## src/rtl/irq_service_sequencer_if.sv

```systemverilog
// APB link between the service sequencer (master) and the
// interrupt controller's register port (slave).
interface irq_service_sequencer_if;
   logic        psel_o;
   logic        penable_o;
   logic        pwrite_o;
   logic [31:0] paddr_o;
   logic [31:0] pwdata_o;
   logic [31:0] prdata_i;
   logic        pready_i;
   logic        pslverr_i;

   modport master (
      output psel_o, penable_o, pwrite_o, paddr_o, pwdata_o,
      input  prdata_i, pready_i, pslverr_i
   );

   modport slave (
      input  psel_o, penable_o, pwrite_o, paddr_o, pwdata_o,
      output prdata_i, pready_i, pslverr_i
   );
endinterface

```

## src/rtl/irq_service_sequencer.sv

```systemverilog
// Configures the 4-source interrupt controller over APB after reset, then
// services its interrupt line: read status, clear one source, hand its ID on.
module irq_service_sequencer #(
   parameter logic [3:0]  MASK_INIT   = 4'hF,
   parameter logic [2:0]  THRESH_INIT = 3'd4,
   parameter logic [11:0] PRIO_INIT   = 12'h249,
   parameter int unsigned HOLDOFF     = 2
) (
   input  logic                           pclk_i,
   input  logic                           rst_n_i,
   input  logic                           enable_i,
   irq_service_sequencer_if.master        apb,
   input  logic                           interrupt_i,
   output logic                           irq_valid_o,
   output logic [1:0]                     irq_id_o,
   input  logic                           irq_ack_i,
   output logic                           cfg_done_o,
   output logic                           spurious_o,
   output logic                           err_o
);

   localparam logic [2:0] ST_CFG     = 3'd0;
   localparam logic [2:0] ST_WAIT    = 3'd1;
   localparam logic [2:0] ST_RD_STAT = 3'd2;
   localparam logic [2:0] ST_WR_CLR  = 3'd3;
   localparam logic [2:0] ST_PRESENT = 3'd4;
   localparam logic [2:0] ST_HOLD    = 3'd5;

   localparam logic [31:0] ADDR_STATUS   = 32'd1;
   localparam logic [31:0] ADDR_CLEAR    = 32'd2;
   localparam logic [31:0] ADDR_CFG_BASE = 32'd3;
   localparam logic [2:0]  CFG_LAST      = 3'd5;
   localparam logic [2:0]  HOLD_LAST     = 3'(HOLDOFF - 1);

   logic [2:0]  state;
   logic [2:0]  cfg_idx;
   logic [2:0]  hold_cnt;
   logic [1:0]  irq_id;
   logic        psel;
   logic        penable;
   logic        pwrite;
   logic [31:0] paddr;
   logic [31:0] pwdata;
   logic        irq_valid;
   logic        cfg_done;
   logic        spurious;
   logic        err;

   logic        xfer_state;
   logic        completing;
   logic [31:0] setup_addr;
   logic        setup_write;
   logic [31:0] setup_data;
   logic [31:0] cfg_data;
   logic [3:0]  pend;
   logic [1:0]  low_id;
   logic [3:0]  clr_mask;
   logic        unused_prdata;

   assign xfer_state    = (state == ST_CFG) || (state == ST_RD_STAT) || (state == ST_WR_CLR);
   assign completing    = psel && penable && apb.pready_i;
   assign pend          = apb.prdata_i[3:0] & MASK_INIT;
   assign clr_mask      = 4'b0001 << irq_id;
   assign unused_prdata = ^apb.prdata_i[31:4];

   always_comb begin
      cfg_data = 32'd0;
      case (cfg_idx)
         3'd0: cfg_data = {28'd0, MASK_INIT};
         3'd1: cfg_data = {29'd0, THRESH_INIT};
         3'd2: cfg_data = {29'd0, PRIO_INIT[2:0]};
         3'd3: cfg_data = {29'd0, PRIO_INIT[5:3]};
         3'd4: cfg_data = {29'd0, PRIO_INIT[8:6]};
         3'd5: cfg_data = {29'd0, PRIO_INIT[11:9]};
         default: cfg_data = 32'd0;
      endcase
   end

   // Lowest pending index wins; only meaningful when pend is non-zero.
   always_comb begin
      low_id = 2'd3;
      if (pend[0])      low_id = 2'd0;
      else if (pend[1]) low_id = 2'd1;
      else if (pend[2]) low_id = 2'd2;
   end

   always_comb begin
      setup_addr  = 32'd0;
      setup_write = 1'b0;
      setup_data  = 32'd0;
      case (state)
         ST_CFG: begin
            setup_addr  = ADDR_CFG_BASE + {29'd0, cfg_idx};
            setup_write = 1'b1;
            setup_data  = cfg_data;
         end
         ST_RD_STAT: setup_addr = ADDR_STATUS;
         ST_WR_CLR: begin
            setup_addr  = ADDR_CLEAR;
            setup_write = 1'b1;
            setup_data  = {28'd0, clr_mask};
         end
         default: ;
      endcase
   end

   // APB phase is carried by psel/penable themselves: idle, setup or access.
   // A transfer state always spends one idle cycle before its setup phase.
   always_ff @(posedge pclk_i or negedge rst_n_i) begin
      if (!rst_n_i) begin
         state     <= ST_CFG;
         cfg_idx   <= 3'd0;
         hold_cnt  <= 3'd0;
         irq_id    <= 2'd0;
         psel      <= 1'b0;
         penable   <= 1'b0;
         pwrite    <= 1'b0;
         paddr     <= 32'd0;
         pwdata    <= 32'd0;
         irq_valid <= 1'b0;
         cfg_done  <= 1'b0;
         spurious  <= 1'b0;
         err       <= 1'b0;
      end else if (enable_i) begin
         spurious <= 1'b0;
         if (completing) begin
            psel    <= 1'b0;
            penable <= 1'b0;
            pwrite  <= 1'b0;
            paddr   <= 32'd0;
            pwdata  <= 32'd0;
            if (apb.pslverr_i) err <= 1'b1;
         end else if (psel) begin
            penable <= 1'b1;
         end else if (xfer_state) begin
            psel   <= 1'b1;
            paddr  <= setup_addr;
            pwrite <= setup_write;
            pwdata <= setup_data;
         end

         case (state)
            ST_CFG: begin
               if (completing) begin
                  if (cfg_idx == CFG_LAST) begin
                     cfg_done <= 1'b1;
                     state    <= ST_WAIT;
                  end else begin
                     cfg_idx <= cfg_idx + 3'd1;
                  end
               end
            end
            ST_WAIT: if (interrupt_i) state <= ST_RD_STAT;
            ST_RD_STAT: begin
               if (completing) begin
                  if (pend == 4'd0) begin
                     spurious <= 1'b1;
                     hold_cnt <= 3'd0;
                     state    <= ST_HOLD;
                  end else begin
                     irq_id <= low_id;
                     state  <= ST_WR_CLR;
                  end
               end
            end
            ST_WR_CLR: begin
               if (completing) begin
                  irq_valid <= 1'b1;
                  state     <= ST_PRESENT;
               end
            end
            ST_PRESENT: begin
               if (irq_ack_i) begin
                  irq_valid <= 1'b0;
                  hold_cnt  <= 3'd0;
                  state     <= ST_HOLD;
               end
            end
            ST_HOLD: begin
               if (hold_cnt == HOLD_LAST) state <= ST_WAIT;
               else                       hold_cnt <= hold_cnt + 3'd1;
            end
            default: state <= ST_CFG;
         endcase
      end
   end

   assign apb.psel_o    = psel;
   assign apb.penable_o = penable;
   assign apb.pwrite_o  = pwrite;
   assign apb.paddr_o   = paddr;
   assign apb.pwdata_o  = pwdata;
   assign irq_valid_o   = irq_valid;
   assign irq_id_o      = irq_id;
   assign cfg_done_o    = cfg_done;
   assign spurious_o    = spurious;
   assign err_o         = err;

endmodule

```

## src/flat_wrapper.sv

```systemverilog
// flat-port wrapper written by rule: the top's interface ports become plain ports
module irq_service_sequencer_flat 
#(
   parameter logic [3:0]  MASK_INIT   = 4'hF,
   parameter logic [2:0]  THRESH_INIT = 3'd4,
   parameter logic [11:0] PRIO_INIT   = 12'h249,
   parameter int unsigned HOLDOFF     = 2
)
  (pclk_i, rst_n_i, enable_i, interrupt_i, irq_valid_o, irq_id_o, irq_ack_i, cfg_done_o, spurious_o, err_o, apb_psel_o, apb_penable_o, apb_pwrite_o, apb_paddr_o, apb_pwdata_o, apb_prdata_i, apb_pready_i, apb_pslverr_i);
  irq_service_sequencer_if apb_i ();
  input  logic pclk_i;
  input  logic rst_n_i;
  input  logic enable_i;
  input  logic interrupt_i;
  output logic irq_valid_o;
  output logic [1:0] irq_id_o;
  input  logic irq_ack_i;
  output logic cfg_done_o;
  output logic spurious_o;
  output logic err_o;
  output wire logic [$bits(apb_i.psel_o)-1:0] apb_psel_o;
  output wire logic [$bits(apb_i.penable_o)-1:0] apb_penable_o;
  output wire logic [$bits(apb_i.pwrite_o)-1:0] apb_pwrite_o;
  output wire logic [$bits(apb_i.paddr_o)-1:0] apb_paddr_o;
  output wire logic [$bits(apb_i.pwdata_o)-1:0] apb_pwdata_o;
  input wire logic [$bits(apb_i.prdata_i)-1:0] apb_prdata_i;
  input wire logic [$bits(apb_i.pready_i)-1:0] apb_pready_i;
  input wire logic [$bits(apb_i.pslverr_i)-1:0] apb_pslverr_i;
  assign apb_psel_o = apb_i.psel_o;
  assign apb_penable_o = apb_i.penable_o;
  assign apb_pwrite_o = apb_i.pwrite_o;
  assign apb_paddr_o = apb_i.paddr_o;
  assign apb_pwdata_o = apb_i.pwdata_o;
  assign apb_i.prdata_i = apb_prdata_i;
  assign apb_i.pready_i = apb_pready_i;
  assign apb_i.pslverr_i = apb_pslverr_i;
  irq_service_sequencer #(.MASK_INIT(MASK_INIT), .THRESH_INIT(THRESH_INIT), .PRIO_INIT(PRIO_INIT), .HOLDOFF(HOLDOFF)) u_core (.pclk_i(pclk_i), .rst_n_i(rst_n_i), .enable_i(enable_i), .apb(apb_i), .interrupt_i(interrupt_i), .irq_valid_o(irq_valid_o), .irq_id_o(irq_id_o), .irq_ack_i(irq_ack_i), .cfg_done_o(cfg_done_o), .spurious_o(spurious_o), .err_o(err_o));
endmodule
```

## config.mk

```make
export PLATFORM = sky130hd
export DESIGN_NAME = irq_service_sequencer_flat
export DESIGN_NICKNAME = d
export VERILOG_FILES = /design/src/rtl/irq_service_sequencer_if.sv /design/src/rtl/irq_service_sequencer.sv /design/src/flat_wrapper.sv
export SDC_FILE = /design/constraint.sdc
export NUM_CORES = 1
export LEC_CHECK = 0
export BUFFER_PORTS_ARGS = -buffer_cell sky130_fd_sc_hd__buf_4
export CORE_UTILIZATION = 40
export DETAILED_ROUTE_END_ITERATION = 16
export PLACE_DENSITY = 0.83
export SETUP_SLACK_MARGIN = 0.02
export SKIP_LAST_GASP = 1
export SYNTH_ARGS = -nofsm -noshare
export SYNTH_HDL_FRONTEND = slang
export SYNTH_SLANG_ARGS = --single-unit
```

## constraint.sdc

```tcl
create_clock -name pclk_i -period 2 [get_ports pclk_i]
set_input_delay 0.3 -clock pclk_i [delete_from_list [all_inputs] [get_ports pclk_i]]
set_output_delay 0.3 -clock pclk_i [all_outputs]
set_load 0.01 [all_outputs]
```

==> results of run 1 <==
[report_power, final]
part,switching (uW),internal [uW]
clock network,172,268
logic,727,586
registers,188,696
total,1090,1550
[flip-flops by register name, indices dropped and copies added (netlist names)]
name,cells
u_core.irq_valid_o,1
u_core.apb.psel_o,1
u_core.state,3
u_core.cfg_idx,3
u_core.apb.pwrite_o,1
u_core.apb.paddr_o,4
u_core.apb.pwdata_o,4
u_core.apb.penable_o,1
u_core.hold_cnt,3
u_core.err_o,1
u_core.irq_id_o,2
u_core.spurious_o,1
u_core.cfg_done_o,1
[per-layer routing]
| metal | part of all wire [%] | GRT usage (%) |
|---|---|---|
| met5 | 0 | 0 |
| met4 | 1.4 | 3.922 |
| met3 | 4.8 | 2.639 |
| met2 | 48 | 23.06 |
| met1 | 46 | 20.16 |
[cell usage in the layout (no fill, tap or decap), drive strengths merged, types with 2 or more instances in the layout]
master,Yosys,final
conb,1,56
buf,60,36
dfrtp,26,26
nand2,11,11
a21oi,11,11
nor2,10,10
ha,10,10
inv,7,7
o21ai,7,7
nand3,6,6
nor2b,5,5
a22o,5,5
nor3,4,4
xnor2,3,3
o31ai,3,3
clkbuf,3,3
and2,3,3
mux2,3,3
nor3b,2,2
or3,2,2
a211oi,2,2
and3,2,2
a31oi,2,2
a41oi,2,2
nand4,2,2
nor4,2,2
a21o,2,2
o41ai,2,2
[through the flow]
stage / hold slack [ns] / cell area (um^2) / utilization (%)
2_1_floorplan: 0.004409 / 2165 / -
6_report: 0.1991 / 2146 / 45.43
4_1_cts: 0.1963 / 2146 / 45.43
3_5_place_dp: 0.2317 / 2064 / 43.71
5_1_grt: 0.2011 / 2146 / 45.43
3_3_place_gp: 0.2261 / 2064 / 43.71
[final cells by class]
cell class                 instances  area share [%]
timing repair buffer              37           13.06
sequential                        26           30.32
clock inverter                     1           1.399
tap                               67           3.907
clock buffer                       3           1.924
multi-input combinational        173           48.16
inverter                           7           1.224
[worst reg2reg max path, stage by stage, from the launching register on]
cell	delay, ns
dfrtp_1	0.40
buf_4	0.17
nor2b_1	0.16
o41a_1	0.52
o41ai_1	0.42
[logic make-up (layout without fill, tap and decap cells)]
logic type	after synthesis	after routing	synth area share, %
buffers and inverters	70	48	24.54
multiplexers	3	3	2.109
XOR/XNOR	4	4	1.789
flip-flops	26	26	33.23
AO/OA/AOI/OAI	45	45	16.55
other	1	56	0.1915
AND/OR/NAND/NOR	55	55	15.21
adder cells (fa/ha/maj)	10	10	6.390
[worst paths after layout]
check,from,to,slack [ns],cells after the start
worst max-delay path,u_core.state[0]$_DFFE_PN0P_,u_core.apb.pwdata_o[2]$_DFFE_PN0P_,0.22,4
worst min-delay path,apb_prdata_i[0],u_core.irq_id_o[0]$_DFFE_PN0P_,0.20,2
worst max register to register,u_core.state[0]$_DFFE_PN0P_,u_core.apb.pwdata_o[2]$_DFFE_PN0P_,0.22,4
worst min register to register,u_core.err_o$_DFFE_PN0P_,u_core.err_o$_DFFE_PN0P_,0.48,1
max in group asynchronous,rst_n_i,u_core.state[1]$_DFFE_PN0P_,1.28,2
min in group asynchronous,rst_n_i,u_core.cfg_idx[2]$_DFFE_PN0P_,0.46,2
==> impl_metrics.csv, run 1 <==
group,metric,value,unit
route,drc,0,
synthesis,ys_top_cells_by_area,"dfrtp_1 (33%), buf_4 (22%), ha_1 (6.4%), a21oi_1 (2.8%), a22o_1 (2.2%)",
run,drv_cap,0,
route,routed_via_density,4.589,
setup_path,critPathMaxStageDelay,0.52,ns
power,power_density,1229,nW/um^2
synthesis,synth_warnings,0,
timing,rsz0062_at_grt,"false",
setup_path,path_class,"reg -> reg",
layout,n_antenna_cell,0,
clocking,cts_sinks,26,
layout,final_cells,314,
clocking,numCtsBuffers,3,
synthesis,synth-main-ff-cell,"dfrtp_1",
floorplan,core.rowCount,25,
timing,timing.final.crit_share,88.87,%
setup_path,cp-end-kind,"register",
floorplan,core_area,4723,um^2
timing,relSlewSlack,64.24,%
synthesis,synth.distinct_cells,47,
timing,finalSetupViolCount,0,
setup_path,path_delay_family,"compound AO/OA/AOI/OAI gates",
synthesis,synth_top_area_share,33.23,%
synthesis,synth_edf_count,0,
synthesis,async_flop_share,100.0,%
floorplan,die_x,71.97,um
placement,portBuffers,27,
grt,grt_usage,14.41,%
placement,pre_cts_ws,0.2485,ns
layout,final_nets,297,
power,peakVddDrop,0.0005314,V
layout,drive_above_1_share,19.43,%
route,dr.pass1.iters,4,
grt,gr-total-overflow,0,
floorplan,die_area,5179,um^2
clocking,hold_buffers,1,
clocking,postCtsSetupRepairBufs,0,
grt,grt_max_degree,27,
status,outcome,"finished, final reports clean",
grt,grt_pass1_vias,1224,
layout,seqCellArea,650.6,um^2
worst_hold_path,hold_path_class,"in -> reg",
synthesis,synth_top_area_cell,"dfrtp_1",
layout,num-fill-cells,472,
floorplan,io_pins,112,
placement,place_hpwl,2817,um
clocking,ctsResizeCount,0,
synthesis,ys_seq_area_share,33.23,%
route,ant_nets,0,
setup_path,critPathBufInv,1,
grt,grt_pass1_wl,5913,um
timing,fin_skew,0.007594,ns
power,leakagePower,0.001059,uW
setup_path,cp-start-kind,"register",
clocking,clk_latency,0.28,ns
clocking,clkTransAtPathRegs,0.09,ns
clocking,clockRootBuffer,"clkbuf_8",
clocking,cts_buffer_depth,2,
synthesis,synth_seq_cells,26,
synthesis,synth.most_common_cell,"buf_4",
placement,place.gp.congestion,0.8746,
synthesis,avgSynthCellArea,9.150,um^2
synthesis,netlist_instances,214,
route,wire_per_inst,11.71,um
synthesis,syn-cell-area,1958,um^2
synthesis,synth_common_cells,"buf_4 (57), dfrtp_1 (26), a21oi_1 (11), nand2_1 (11)",
setup_path,worstPathRequired,2.16,ns
setup_path,cp_data_arrival_time,1.94,ns
clocking,htreeDepth,1,
layout,multi_input_area,1033,um^2
setup_path,cpMaxStageDelayCell,"o41a_1",
timing,slew_viol_final,0,
layout,area_growth,9.585,%
timing,setup_tns,0,ns
timing,setup_ws,0.2225,ns
grt,antenna_found_initial,0,
timing,timing.fmax,562.6,MHz
setup_path,worstPathCellList,"buf_4 -> nor2b_1 -> o41a_1 -> o41ai_1",
route,drt_iter0_drc,28,
timing,layout_min_cycle_time,1.777,ns
timing,hold_viol,0,
placement,placed_cells,309,
route,routed_wl,3676,um
clocking,cts_tree,"done",
floorplan,die_h,71.97,um
power,p_total,2637,uW
timing,tightest_slew,0.5364,ns
route,vias,1441,
floorplan,initial_core_util,41.46,%
setup_path,path_max_fanout,14,
(Power assumes the default switching activity.)
==> inputs of run 2 (changes only) <==
--- a/config.mk
+++ b/config.mk
@@ -8,7 +8,8 @@
 export BUFFER_PORTS_ARGS = -buffer_cell sky130_fd_sc_hd__buf_4
 export CORE_UTILIZATION = 40
 export DETAILED_ROUTE_END_ITERATION = 16
-export PLACE_DENSITY = 0.83
+export PLACE_DENSITY_LB_ADDON = 0.25
+export RECOVER_POWER = 25
 export SETUP_SLACK_MARGIN = 0.02
 export SKIP_LAST_GASP = 1
 export SYNTH_ARGS = -nofsm -noshare
==> run 2 against run 1 <==
- largest power group unchanged
- setup slack got worse by 0.024 ns
- critical path depth unchanged
- flip-flop and latch count unchanged
- wire length fell by 1.8%
- power down 3.3%
- register-to-register slack got worse by 0.02 ns
- combinational power about the same
- first-iteration DRC count rose to 2.6 times the previous value
- final cell count rose by 0.32%
- the flow now finishes with violations (DRC)
==> impl_metrics.csv, run 2 (synthesized netlist as in run 1, its figures left out) <==
group,metric,value,unit
status,outcome,"complete, but fails checks",
status,violations,"DRC",
placement,place.gp.congestion,0.9042,
grt,gr-total-overflow,0,
layout,final_cell_mix,"conb_1 (56), buf_4 (36), dfrtp_1 (26)",
run,drv_cap,0,
grt,grt_pass1_vias,1227,
timing,relSlewSlack,55.99,%
placement,portBuffers,27,
layout,drive_above_1_share,19.76,%
clocking,clk_latency,0.28,ns
grt,antenna_found_initial,0,
timing,layout_min_cycle_time,1.801,ns
route,ant_nets,0,
timing,rsz0062_at_grt,"false",
setup_path,critPathMaxStageDelay,0.56,ns
setup_path,path_delay_family,"simple AND/OR/NAND/NOR gates",
setup_path,worstPathRequired,2.17,ns
route,vias,1420,
grt,grt_max_degree,27,
setup_path,worstPathCellList,"or4b_4 -> and2_4 -> a21boi_4 -> mux2_4",
setup_path,path_max_fanout,9,
floorplan,die_h,71.97,um
setup_path,cp-start-kind,"register",
setup_path,cpMaxStageDelayCell,"or4b_4",
route,drt_iter0_drc,72,
clocking,cts_buffer_depth,2,
placement,place_hpwl,2777,um
floorplan,core_area,4723,um^2
clocking,cts_tree,"done",
route,dr.pass1.iters,10,
layout,num-fill-cells,487,
power,leakagePower,0.001056,uW
floorplan,io_pins,112,
clocking,postCtsSetupRepairBufs,0,
layout,fin_util,45.19,%
timing,timing.fmax,555.1,MHz
route,routed_wl,3609,um
layout,final_common_cell,"conb_1",
floorplan,die_area,5179,um^2
route,routed_via_density,4.508,
timing,finalSetupViolCount,0,
floorplan,initial_core_util,41.46,%
power,power_density,1195,nW/um^2
clocking,cts_sinks,26,
timing,timing.final.crit_share,90.07,%
layout,final_nets,298,
clocking,htreeDepth,1,
setup_path,cp-end-kind,"register",
timing,slew_viol_final,0,
grt,grt_pass1_wl,6099,um
power,peakVddDrop,0.0004758,V
timing,tightest_slew,0.6601,ns
clocking,clockRootBuffer,"clkbuf_8",
timing,setup_tns,0,ns
route,drc,2,
layout,n_antenna_cell,0,
timing,fin_skew,0.001393,ns
setup_path,critPathBufInv,0,
setup_path,cp_data_arrival_time,1.97,ns
grt,grt_usage,15.14,%
floorplan,die_x,71.97,um
worst_hold_path,hold_path_class,"in -> reg",
layout,area_growth,9.010,%
setup_path,path_class,"reg -> reg",
timing,hold_viol,0,
route,wire_per_inst,11.46,um
clocking,numCtsBuffers,3,
clocking,clkTransAtPathRegs,0.09,ns
floorplan,core.rowCount,25,
## run 2: cell count changes in the layout (fill, tap and decap cells not counted), sizes merged
| cell | change |
|---|---|
| bufinv | -1 |
| clkbuf | +2 |
## run 2: stage by stage
step	instance area [um^2]	hold slack (ns)	instances	setup slack, ns	total power (uW)
floorplan	2165	0.004409	269	0.3142	1802
global placement	2072	0.2344	310	0.2286	2191
detailed placement	2072	0.2373	310	0.2180	2207
CTS	2137	0.1890	315	0.2062	2571
global route	2135	0.1859	315	0.1300	2804
finish	2135	0.1963	315	0.1986	2551
## run 2: worst paths after layout
| kind | from | endpoint | slack (ns) | cells after the start |
|---|---|---|---|---|
| worst min-delay path | apb_prdata_i[0] | u_core.irq_id_o[0]$_DFFE_PN0P_ | 0.20 | 2 |
| min in group asynchronous | rst_n_i | u_core.cfg_idx[2]$_DFFE_PN0P_ | 0.59 | 2 |
| worst max register to register | u_core.state[0]$_DFFE_PN0P_ | u_core.hold_cnt[1]$_DFFE_PN0P_ | 0.20 | 4 |
| max in group asynchronous | rst_n_i | u_core.spurious_o$_DFFE_PN0P_ | 0.99 | 2 |
| worst min register to register | u_core.err_o$_DFFE_PN0P_ | u_core.err_o$_DFFE_PN0P_ | 0.47 | 1 |
| worst max-delay path | u_core.state[0]$_DFFE_PN0P_ | u_core.hold_cnt[1]$_DFFE_PN0P_ | 0.20 | 4 |
## run 2: final cells by class
| class | count | area, um^2 | share of cell area [%] |
|---|---|---|---|
| timing repair buffer | 38 | 285.3 | 13.36 |
| multi-input combinational | 173 | 1033 | 48.42 |
| sequential | 26 | 650.6 | 30.48 |
| inverter | 7 | 26.28 | 1.231 |
| clock buffer | 4 | 55.05 | 2.579 |
| tap | 67 | 83.83 | 3.927 |
## run 2: layer usage
| layer | vias up | routed length, um | global-route usage, % |
|---|---|---|---|
| li1 | 712 | - | - |
| met1 | 649 | 1746 | 21.77 |
| met2 | 54 | 1665 | 23.48 |
| met3 | 5 | 127 | 0.6944 |
| met4 | 0 | 69 | 7.407 |
| met5 | - | 0 | 0 |
## run 2: where the power goes
part,leakage (uW),total (uW),switching [uW],internal (uW)
clock network,0.0000288,354,177,177
registers,0.000332,915,220,696
logic,0.000695,1280,692,590
total,0.00106,2550,1090,1460
## run 2: what timing repair did
item | CTS | global route
hold buffers | 1 | 0
gates resized for setup | 0 | 1
hold endpoints to repair | 26 | 0
endpoints found under the setup margin | 0 | 1
==> inputs of run 3 (changes only) <==
==> constraint.sdc (replaced) <==
create_clock -name pclk_i -period 1.7 [get_ports pclk_i]
set_input_delay 0.255 -clock pclk_i [delete_from_list [all_inputs] [get_ports pclk_i]]
set_output_delay 0.255 -clock pclk_i [all_outputs]
set_load 0.01 [all_outputs]
==> run 3 against run 2 <==
- clock-buffer cell count stayed put
- combinational power is 55% higher
- the run now ends clean
- register-to-register slack worse by 0.16 ns
- clock power is 17% higher
==> impl_metrics.csv, run 3 (synthesized netlist as in run 1, its figures left out) <==
group,metric,value,unit
setup_path,worstPathCellList,"buf_6 -> buf_4 -> a211o_1 -> a21boi_4 -> mux2_4",
floorplan,die_h,71.97,um
timing,hold_viol,0,
timing,slew_viol_final,0,
timing,timing.fmax,602.8,MHz
layout,fin_util,50.17,%
placement,place_hpwl,2848,um
setup_path,worstPathRequired,1.87,ns
grt,grt_pass1_vias,1237,
setup_path,rrSetupSlack,0.04,ns
worst_hold_path,worst_hold_path.endpoint,"u_core.irq_id_o[0]$_DFFE_PN0P_",
setup_path,critPathMaxStageDelay,0.43,ns
grt,grt_usage,14.77,%
grt,antenna_found_initial,0,
clocking,clk_latency,0.27,ns
power,peakVddDrop,0.0006803,V
worst_hold_path,hold_start,"apb_prdata_i[0]",
timing,tightest_slew,0.6600,ns
floorplan,die_x,71.97,um
placement,portBuffers,27,
timing,fin_skew,0.0009414,ns
clocking,clkTransAtPathRegs,0.09,ns
floorplan,io_pins,112,
timing,timing.final.crit_share,97.58,%
grt,grt_max_degree,27,
timing,setup_ws,0.04117,ns
route,ant_nets,0,
route,vias,1503,
floorplan,die_area,5179,um^2
setup_path,cp-start-kind,"register",
layout,final_cell_mix,"conb_1 (56), buf_4 (52), dfrtp_1 (25)",
floorplan,initial_core_util,41.46,%
placement,place.gp.congestion,0.8501,
layout,n_antenna_cell,0,
clocking,clockRootBuffer,"clkbuf_8",
setup_path,path_delay_family,"compound AO/OA/AOI/OAI gates",
clocking,cts_buffer_depth,2,
setup_path,r2r-end,"u_core.hold_cnt[1]$_DFFE_PN0P_",
setup_path,critPathBufInv,2,
setup_path,path_max_fanout,14,
setup_path,cp-end-kind,"register",
route,routed_wl,3960,um
timing,setup_tns,0,ns
floorplan,core.rowCount,25,
layout,area_growth,21.02,%
status,outcome,"finished, final reports clean",
setup_path,r2r_cells,5,
grt,grt_pass1_wl,5920,um
route,drc,0,
grt,gr-total-overflow,0,
power,p_total,3414,uW
power,power_density,1441,nW/um^2
timing,relSlewSlack,56.00,%
clocking,htreeDepth,1,
floorplan,core_area,4723,um^2
setup_path,reg2reg_from,"u_core.state[1]$_DFFE_PN0P_",
setup_path,cp_data_arrival_time,1.83,ns
route,dr.pass1.iters,4,
power,leakagePower,0.001179,uW
route,wire_per_inst,11.75,um
route,drt_iter0_drc,82,
clocking,cts_tree,"done",
worst_hold_path,hold_path_class,"in -> reg",
layout,num-fill-cells,457,
layout,final_nets,320,
timing,rsz0062_at_grt,"true",
layout,final_common_cell,"conb_1",
timing,finalSetupViolCount,0,
worst_hold_path,hold_path_depth,2,
setup_path,path_class,"reg -> reg",
route,routed_via_density,4.460,
clocking,cts_sinks,26,
setup_path,cpMaxStageDelayCell,"dfrtp_1",
timing,whs,0.1509,ns
layout,drive_above_1_share,29.63,%
timing,layout_min_cycle_time,1.659,ns
run,drv_cap,0,
clocking,numCtsBuffers,3,
placement,pre_cts_ws,0.003888,ns
[run 3: cell count changes in the layout (fill, tap and decap cells not counted), sizes merged]
cell,previous run,this run
buf,36,58
[run 3: layout make-up]
cell class | count | area, um^2 | area share [%]
tap | 67 | 83.83 | 3.537
clock buffer | 4 | 55.05 | 2.323
timing repair buffer | 60 | 469.2 | 19.80
multi-input combinational | 173 | 1084 | 45.72
sequential | 26 | 651.9 | 27.51
inverter | 7 | 26.28 | 1.109
[run 3: stage by stage]
stage,cells,instance area [um^2]
final,337,2370
after global routing,337,2370
after CTS,331,2285
after detailed placement,325,2202
after global placement,325,2202
after floorplan,269,2170
[run 3: worst max path at each step]
| stage | start | endpoint | slack, ns | depth (start not counted) |
|---|---|---|---|---|
| 2_1_floorplan | u_core.state[1]$_DFFE_PN0P_ | u_core.hold_cnt[0]$_DFFE_PN0P_ | 0.04 | 4 |
| 3_5_place_dp | u_core.hold_cnt[0]$_DFFE_PN0P_ | u_core.hold_cnt[0]$_DFFE_PN0P_ | 0.004 | 5 |
| 5_1_grt | u_core.cfg_idx[1]$_DFFE_PN0P_ | u_core.state[2]$_DFFE_PN0P_ | -0.03 | 7 |
| 4_1_cts | u_core.state[1]$_DFFE_PN0P_ | u_core.hold_cnt[1]$_DFFE_PN0P_ | 0.02 | 5 |
| 6_report | u_core.state[1]$_DFFE_PN0P_ | u_core.hold_cnt[1]$_DFFE_PN0P_ | 0.04 | 5 |
| 3_3_place_gp | u_core.hold_cnt[0]$_DFFE_PN0P_ | u_core.hold_cnt[1]$_DFFE_PN0P_ | 0.02 | 5 |
[run 3: where the power goes]
group	leakage (uW)	switching (uW)	internal [uW]	total, uW
logic	0.000819	1020	975	1990
clock network	0.0000288	205	208	413
registers	0.000331	185	822	1010
[run 3: metal layers]
| layer | wire length, um | up-vias | global-route usage [%] |
|---|---|---|---|
| li1 | - | 748 | - |
| met1 | 1814 | 681 | 20.76 |
| met2 | 1858 | 70 | 23.17 |
| met3 | 236 | 4 | 1.528 |
| met4 | 51 | 0 | 6.536 |
| met5 | 0 | - | 0 |
[run 3: timing repair]
| item | 4_1_cts | 5_1_grt |
|---|---|---|
| cloned | 0 | 2 |
| pin swaps | 3 | 4 |
| setup endpoints to repair | 2 | 10 |
| buffers inserted | 1 | 4 |
| gates resized for setup | 3 | 11 |
| hold endpoints to repair | 26 | 0 |
| hold buffers | 1 | 0 |
